==> src/rtl/rom_loader.sv <==
// rom_loader: receives a framed byte stream and writes it into instruction
// memory while holding the CPU in reset until the image is complete.
//
// Frame: 8'hA5, count[15:8], count[7:0], then count words sent high byte first,
// then (checksum build only) one byte equal to the mod-256 sum of the data bytes.
//
// Ports:
//   clk        single clock, rising edge
//   rst        synchronous active-high reset
//   rx_valid   source has a byte on rx_data
//   rx_data    incoming byte
//   rx_ready   loader accepts a byte (transfer on rx_valid && rx_ready)
//   rom_we     one-cycle instruction-memory write strobe
//   rom_addr   write address, BASE_ADDR + word index (wraps mod 2^16)
//   rom_wdata  write data
//   cpu_rst    high until a load completes
//   busy       load in progress
//   done       image loaded successfully
//   error      load aborted
//
// Build option: define ROM_LOADER_CHECKSUM_EN to add the trailing checksum
// byte and the CHECK state; without it the loader finishes after the last word.
module rom_loader #(
  parameter logic [15:0]  BASE_ADDR = 16'h0000,
  parameter int unsigned  MAX_WORDS = 4096
) (
  input  logic        clk,
  input  logic        rst,
  input  logic        rx_valid,
  input  logic [7:0]  rx_data,
  output logic        rx_ready,
  output logic        rom_we,
  output logic [15:0] rom_addr,
  output logic [15:0] rom_wdata,
  output logic        cpu_rst,
  output logic        busy,
  output logic        done,
  output logic        error
);

  localparam logic [7:0] SYNC_BYTE = 8'hA5;

  typedef enum logic [3:0] {
    IDLE,
    LEN_HI,
    LEN_LO,
    DATA_HI,
    DATA_LO,
    WRITE,
`ifdef ROM_LOADER_CHECKSUM_EN
    CHECK,
`endif
    DONE,
    ERR
  } state_t;

  state_t      state;
  logic [15:0] count;
  logic [15:0] index;
  logic [7:0]  hi_byte;
`ifdef ROM_LOADER_CHECKSUM_EN
  logic [7:0]  sum;
`endif

  logic        accept;
  logic [15:0] len_word;
  logic        len_ok;
  logic [15:0] index_nxt;

  assign accept    = rx_valid && rx_ready;
  // Full count as it will be after the LEN_LO byte is captured.
  assign len_word  = {count[15:8], rx_data};
  assign len_ok    = (len_word != 16'd0) && (32'(len_word) <= MAX_WORDS);
  assign index_nxt = index + 16'd1;

  // Status flags are pure decodes of the state register.
`ifdef ROM_LOADER_CHECKSUM_EN
  assign rx_ready = (state inside {IDLE, LEN_HI, LEN_LO, DATA_HI, DATA_LO, CHECK});
  assign busy     = (state inside {LEN_HI, LEN_LO, DATA_HI, DATA_LO, WRITE, CHECK});
`else
  assign rx_ready = (state inside {IDLE, LEN_HI, LEN_LO, DATA_HI, DATA_LO});
  assign busy     = (state inside {LEN_HI, LEN_LO, DATA_HI, DATA_LO, WRITE});
`endif
  assign cpu_rst  = (state != DONE);
  assign done     = (state == DONE);
  assign error    = (state == ERR);

  // Loader FSM; rom_we is high only while the state register holds WRITE.
  always_ff @(posedge clk) begin
    if (rst) begin
      state     <= IDLE;
      count     <= 16'd0;
      index     <= 16'd0;
      hi_byte   <= 8'd0;
      rom_we    <= 1'b0;
      rom_addr  <= BASE_ADDR;
      rom_wdata <= 16'd0;
`ifdef ROM_LOADER_CHECKSUM_EN
      sum       <= 8'd0;
`endif
    end else begin
      rom_we <= 1'b0;
      case (state)
        IDLE: begin
          if (accept && rx_data == SYNC_BYTE) begin
            state <= LEN_HI;
            index <= 16'd0;
`ifdef ROM_LOADER_CHECKSUM_EN
            sum   <= 8'd0;
`endif
          end
        end
        LEN_HI: begin
          if (accept) begin
            count[15:8] <= rx_data;
            state       <= LEN_LO;
          end
        end
        LEN_LO: begin
          if (accept) begin
            count[7:0] <= rx_data;
            state      <= len_ok ? DATA_HI : ERR;
          end
        end
        DATA_HI: begin
          if (accept) begin
            hi_byte <= rx_data;
`ifdef ROM_LOADER_CHECKSUM_EN
            sum     <= sum + rx_data;
`endif
            state   <= DATA_LO;
          end
        end
        DATA_LO: begin
          if (accept) begin
            rom_we    <= 1'b1;
            rom_addr  <= BASE_ADDR + index;
            rom_wdata <= {hi_byte, rx_data};
`ifdef ROM_LOADER_CHECKSUM_EN
            sum       <= sum + rx_data;
`endif
            state     <= WRITE;
          end
        end
        WRITE: begin
          index <= index_nxt;
          if (index_nxt == count) begin
`ifdef ROM_LOADER_CHECKSUM_EN
            state <= CHECK;
`else
            state <= DONE;
`endif
          end else begin
            state <= DATA_HI;
          end
        end
`ifdef ROM_LOADER_CHECKSUM_EN
        CHECK: begin
          if (accept) state <= (rx_data == sum) ? DONE : ERR;
        end
`endif
        DONE:    state <= DONE;
        ERR:     state <= ERR;
        default: state <= ERR;
      endcase
    end
  end

endmodule

==> config.mk <==
export PLATFORM = sky130hd
export DESIGN_NAME = rom_loader
export DESIGN_NICKNAME = d
export VERILOG_FILES = /design/src/rtl/rom_loader.sv
export SDC_FILE = /design/constraint.sdc
export NUM_CORES = 1
export LEC_CHECK = 0
export CAP_MARGIN = 20
export CORE_UTILIZATION = 29
export CTS_BUF_LIST = sky130_fd_sc_hd__clkbuf_4
export DETAILED_ROUTE_END_ITERATION = 10
export GPL_TIMING_DRIVEN = 0
export HOLD_SLACK_MARGIN = 0.05
export MAX_ROUTING_LAYER = met4
export PLACE_DENSITY = 0.5
export SLEW_MARGIN = 20
export SYNTH_ARGS = -nofsm -noshare
export SYNTH_HDL_FRONTEND = slang
export SYNTH_SLANG_ARGS = --single-unit
export TNS_END_PERCENT = 10
==> constraint.sdc <==
create_clock -name clk -period 2.4 [get_ports clk]
set_input_delay 0.24 -clock clk [delete_from_list [all_inputs] [get_ports clk]]
set_output_delay 0.24 -clock clk [all_outputs]
set_load 0.03 [all_outputs]
==> impl.org <==
** Synth
- Post-Synthesis Net Count :: 489
- Register bit count reported by yosys :: 76
- The cell area that synthesis handed to floorplanning was 3670 sq um.
- Top_reg_cell synth :: sky130_fd_sc_hd__dfxtp_1
- Cell count after synthesis :: 477
- Post-synth EDFFs :: 0
- Counting distinct cell types in the post-synthesis netlist gives 53.
- Mean area per synthesized cell :: just under 8 sq um
- Part of the Yosys area used for sequential elements :: 41.5%
- In the synthesized netlist the async set-or-reset flop fraction comes to 0%.
- During synthesis, Yosys emitted a total of 0 warnings.

** Floorplanning
- Standard-cell row count :: 40
- Vertical die dimension :: 114 um
- Die Area :: 13,100 sq um
- In this run the count of I/O pins placed on the die edge is 49.
- Total core area :: 12,200 sq um
- Initial standard-cell utilization of the core :: 30.2%
- The die is 114 um wide.

** STA
- The worst path needs 2.32 ns of the cycle, external delays included.
- Setup violations remaining at the end of the flow were counted as 0.
- Setup total negative slack :: 0 ns
- The number of hold-slack violations in the final timing report was 0.
- For this run, the top clock speed supported by timing is 431 MHz.
- Between clock sinks in the finished design, the worst skew comes to 0.0167 ns.
- Pin slew with the least headroom to its limit :: 0.994 ns
- Across all hold checks on the routed design, the worst slack comes to about 0.21 ns.
- The number of max-slew violations in the final report is 0.
- Setup repair after global routing missed its margin :: true
- Slew Limit Headroom :: about a third
- Ratio of final minimum period to clock period :: 96.7%

** Place
- Global placement routability congestion :: 0.899
- Estimated wirelength of the detail-placed design :: 8.01 mm
- Port-buffer cells :: 46

** Routing
- DR DRC count :: 0
- Detailed router's first-iteration violation count :: 178
- For this block, the via count after detailed routing is 3,519.
- Dividing the detail-routed via count by the number of cells gives between 4 and 5.
- Post-detailed-routing wire length :: 11.0 mm
- DR pass1 iterations :: 5
- Drt wl/cell :: 15.6 um
- The detail route stage leaves a number of antenna-violating nets equal to 0.

** Worst setup path
- STA puts the critical path data required time at 2.69 ns.
- Reg-to-Reg End :: state[2]$_SDFFE_PP0P_
- Startpoint Class :: primary input
- Maximum fanout along the worst path :: 10
- Across all register-to-register paths, the minimum setup slack is 0.08 ns.
- Number of cells on the worst reg-to-reg path :: 7
- The worst setup path is captured at a flop.
- By startpoint and endpoint, the worst setup path is classified as in -> reg.
- Reg2reg start :: index[9]$_SDFFE_PP0P_
- At the worst endpoint, the arrival time is 2.61 ns.

** Power
- Peak ir drop on the vdd network :: between 200 and 250 uV
- Cell area power density :: 441 nW/um^2
- Combinational cells account for 3.3% of the total power.
- Clock share of power :: 33.5%
- Cell internal power was estimated by the tool at approximately 1.5 mW.
- Net switching is 25.2% of the power.
- In this run, flip-flops and latches consume 63.2% of the power.
- Leakage power of the design :: 1.52 nW
- Psw :: approximately 0.50 mW

** CTS
- Counting along the longest clock path gives a buffer depth of 2.
- TritonCTS Buffers :: 9
- The clock tree synthesis step divided the H-tree into 3 levels.
- After clock tree synthesis, the flow added hold-fix buffers numbering 0.
- Clock slew at the register clock pins of the worst setup and hold paths :: 0.12 ns
- Clock Sink Count :: 76
- TritonCTS built the clock tree.
- The clock reaches the later pin of the worst-skew pair after 0.43 ns.
- Number of post-CTS setup repair buffers :: 0
- Clock root cell :: sky130_fd_sc_hd__clkbuf_4

** Finish
- Layout area overhead :: 23.3%
- In the final design database the tool counted 545 nets.
- Of the cells placed in the final design, the portion with a size suffix greater than 1 is 8.74%.
- Leaving out fill and tap cells, the most frequent cell in the layout is sky130_fd_sc_hd__nand2_1.
- Filler instances :: 1,273
- The library cells used most frequently in the layout, excluding fill and tap cells, are sky130_fd_sc_hd__nand2_1 (106), sky130_fd_sc_hd__dfxtp_1 (74), sky130_fd_sc_hd__a21oi_1 (71).

** Min path
- Type of the worst min-delay path :: in -> reg
- Critical hold path startpoint :: rst
- The path with the worst hold slack has its endpoint at hi_byte[3]$_SDFFE_PP0P_.
- Cells on Worst Hold Path :: 2

** GRT
- The number of global-route vias before repair is 3,412.
- Summed over all layers, the global routing overflow is 0.
- Wire length of the first global-routing pass :: 18.2 mm
- Initial antenna violation count :: 1
- GR Util All Layers :: 18.7%
- Entering global routing, the biggest net connects 13 pins.

** Outcome
- Outcome :: finished, final reports clean

** Run
- Max-cap violations in this run came to 0.
[synthesized netlist by cell type, types with 3 or more instances]
| master | n | area [sq um] |
|---|---|---|
| sky130_fd_sc_hd__buf_4 | 3 | 22.5 |
| sky130_fd_sc_hd__a21o_1 | 3 | 22.5 |
| sky130_fd_sc_hd__o2111ai_1 | 3 | 26.3 |
| sky130_fd_sc_hd__and2_1 | 3 | 18.8 |
| sky130_fd_sc_hd__o21ai_0 | 18 | 90.1 |
| sky130_fd_sc_hd__and3_1 | 3 | 18.8 |
| sky130_fd_sc_hd__buf_2 | 5 | 25.0 |
| sky130_fd_sc_hd__nor4_1 | 8 | 50.1 |
| sky130_fd_sc_hd__clkbuf_1 | 23 | 86.3 |
| sky130_fd_sc_hd__xnor2_1 | 11 | 96.3 |
| sky130_fd_sc_hd__nor3_1 | 12 | 60.1 |
| sky130_fd_sc_hd__nor2_1 | 40 | 150 |
| sky130_fd_sc_hd__or3_1 | 4 | 25.0 |
| sky130_fd_sc_hd__dfxtp_1 | 76 | 1520 |
| sky130_fd_sc_hd__a21oi_1 | 71 | 355 |
| sky130_fd_sc_hd__nand2_1 | 106 | 398 |
| sky130_fd_sc_hd__inv_1 | 9 | 33.8 |
| sky130_fd_sc_hd__nand2b_1 | 4 | 25.0 |
| sky130_fd_sc_hd__nand3_1 | 14 | 70.1 |
| sky130_fd_sc_hd__mux2i_1 | 8 | 80.1 |
| sky130_fd_sc_hd__nand4_1 | 5 | 31.3 |
| sky130_fd_sc_hd__xor2_1 | 7 | 61.3 |
[worst max path at each step]
stage                                 from                     end  depth (start not counted)
global placement     index[1]$_SDFFE_PP0P_   state[2]$_SDFFE_PP0P_                          7
floorplan            index[1]$_SDFFE_PP0P_   state[2]$_SDFFE_PP0P_                          7
finish                          rx_data[6]  index[13]$_SDFFE_PP0P_                          7
CTS                  index[1]$_SDFFE_PP0P_   state[2]$_SDFFE_PP0P_                          7
detailed placement   index[1]$_SDFFE_PP0P_   state[2]$_SDFFE_PP0P_                          7
global route        index[11]$_SDFFE_PP0P_   state[2]$_SDFFE_PP0P_                          7
[sequential cells by signal, indices dropped and copies added (netlist names)]
register and count:
hi_byte 8, rom_we 1, count 16, rom_wdata 16, rom_addr 16, state 3
index 16
[per-layer routing]
| layer | GRT usage [%] | vias to the layer above | routed length (um) |
|---|---|---|---|
| li1 | - | 1749 | - |
| met1 | 25.1 | 1659 | 5370 |
| met2 | 27.4 | 98 | 4860 |
| met3 | 4.66 | 13 | 587 |
| met4 | 6.15 | 0 | 195 |
| met5 | - | - | 0 |
[cell type report]
type	instances	area [sq um]	area share, %
Clock buffer	10	75.1	1.66
Tap cell	168	210	4.65
Sequential cell	76	1520	33.7
Clock inverter	6	31.3	0.692
Buffer	34	165	3.65
Antenna cell	1	2.50	0.0553
Inverter	9	33.8	0.747
Multi-Input combinational cell	357	2020	44.7
Timing Repair Buffer	46	460	10.2
[critical path: stages]
cell and delay (ns):
sky130_fd_sc_hd__clkdlybuf4s50_1 0.59, sky130_fd_sc_hd__nor4_1 0.61, sky130_fd_sc_hd__nand4_1 0.19, sky130_fd_sc_hd__a21o_1 0.33, sky130_fd_sc_hd__clkbuf_1 0.31, sky130_fd_sc_hd__o21ai_0 0.24, sky130_fd_sc_hd__a21oi_1 0.08
[power by group through the flow]
stage                     Sequential [mW]  Clock [mW]  Combinational [mW]
after floorplan                      1.29           0              0.0243
after CTS                            1.26       0.704              0.0665
after global routing                 1.26       0.752              0.0720
final                                1.26       0.668              0.0665
after global placement               1.29           0              0.0659
after detailed placement             1.29           0              0.0664
[metrics by stage]
step / cell area [sq um] / setup WS, ns / util [%] / total power, mW / std cells
finish: 4520 / 0.0793 / 37.2 / 2.00 / 707
global route: 4520 / -0.0409 / 37.2 / 2.09 / 707
CTS: 4490 / 0.0182 / 36.9 / 2.03 / 706
detailed placement: 4340 / -0.558 / 35.7 / 1.36 / 691
global placement: 4340 / -0.529 / 35.7 / 1.36 / 691
floorplan: 3670 / 0.0762 / - / 1.31 / 477
[cells by family (layout without fill, tap and decap cells)]
kind of cell             after synthesis  in the layout  synth area share [%]
flip-flops                            76             76                  41.5
AND/OR/NAND/NOR                      220            220                  28.9
other                                  0              1                     0
multiplexers                           9              9                  2.49
buffers and inverters                 44            105                  5.39
adder cells (fa/ha/maj)                1              1                 0.341
XOR/XNOR                              18             18                  4.30
AO/OA/AOI/OAI                        109            109                  17.1
[what timing repair did]
action	in CTS	in global routing
pin swaps	1	0
gates resized for setup	11	8
endpoints found under the setup margin	6	4
Power figures use the tool's default switching activity.
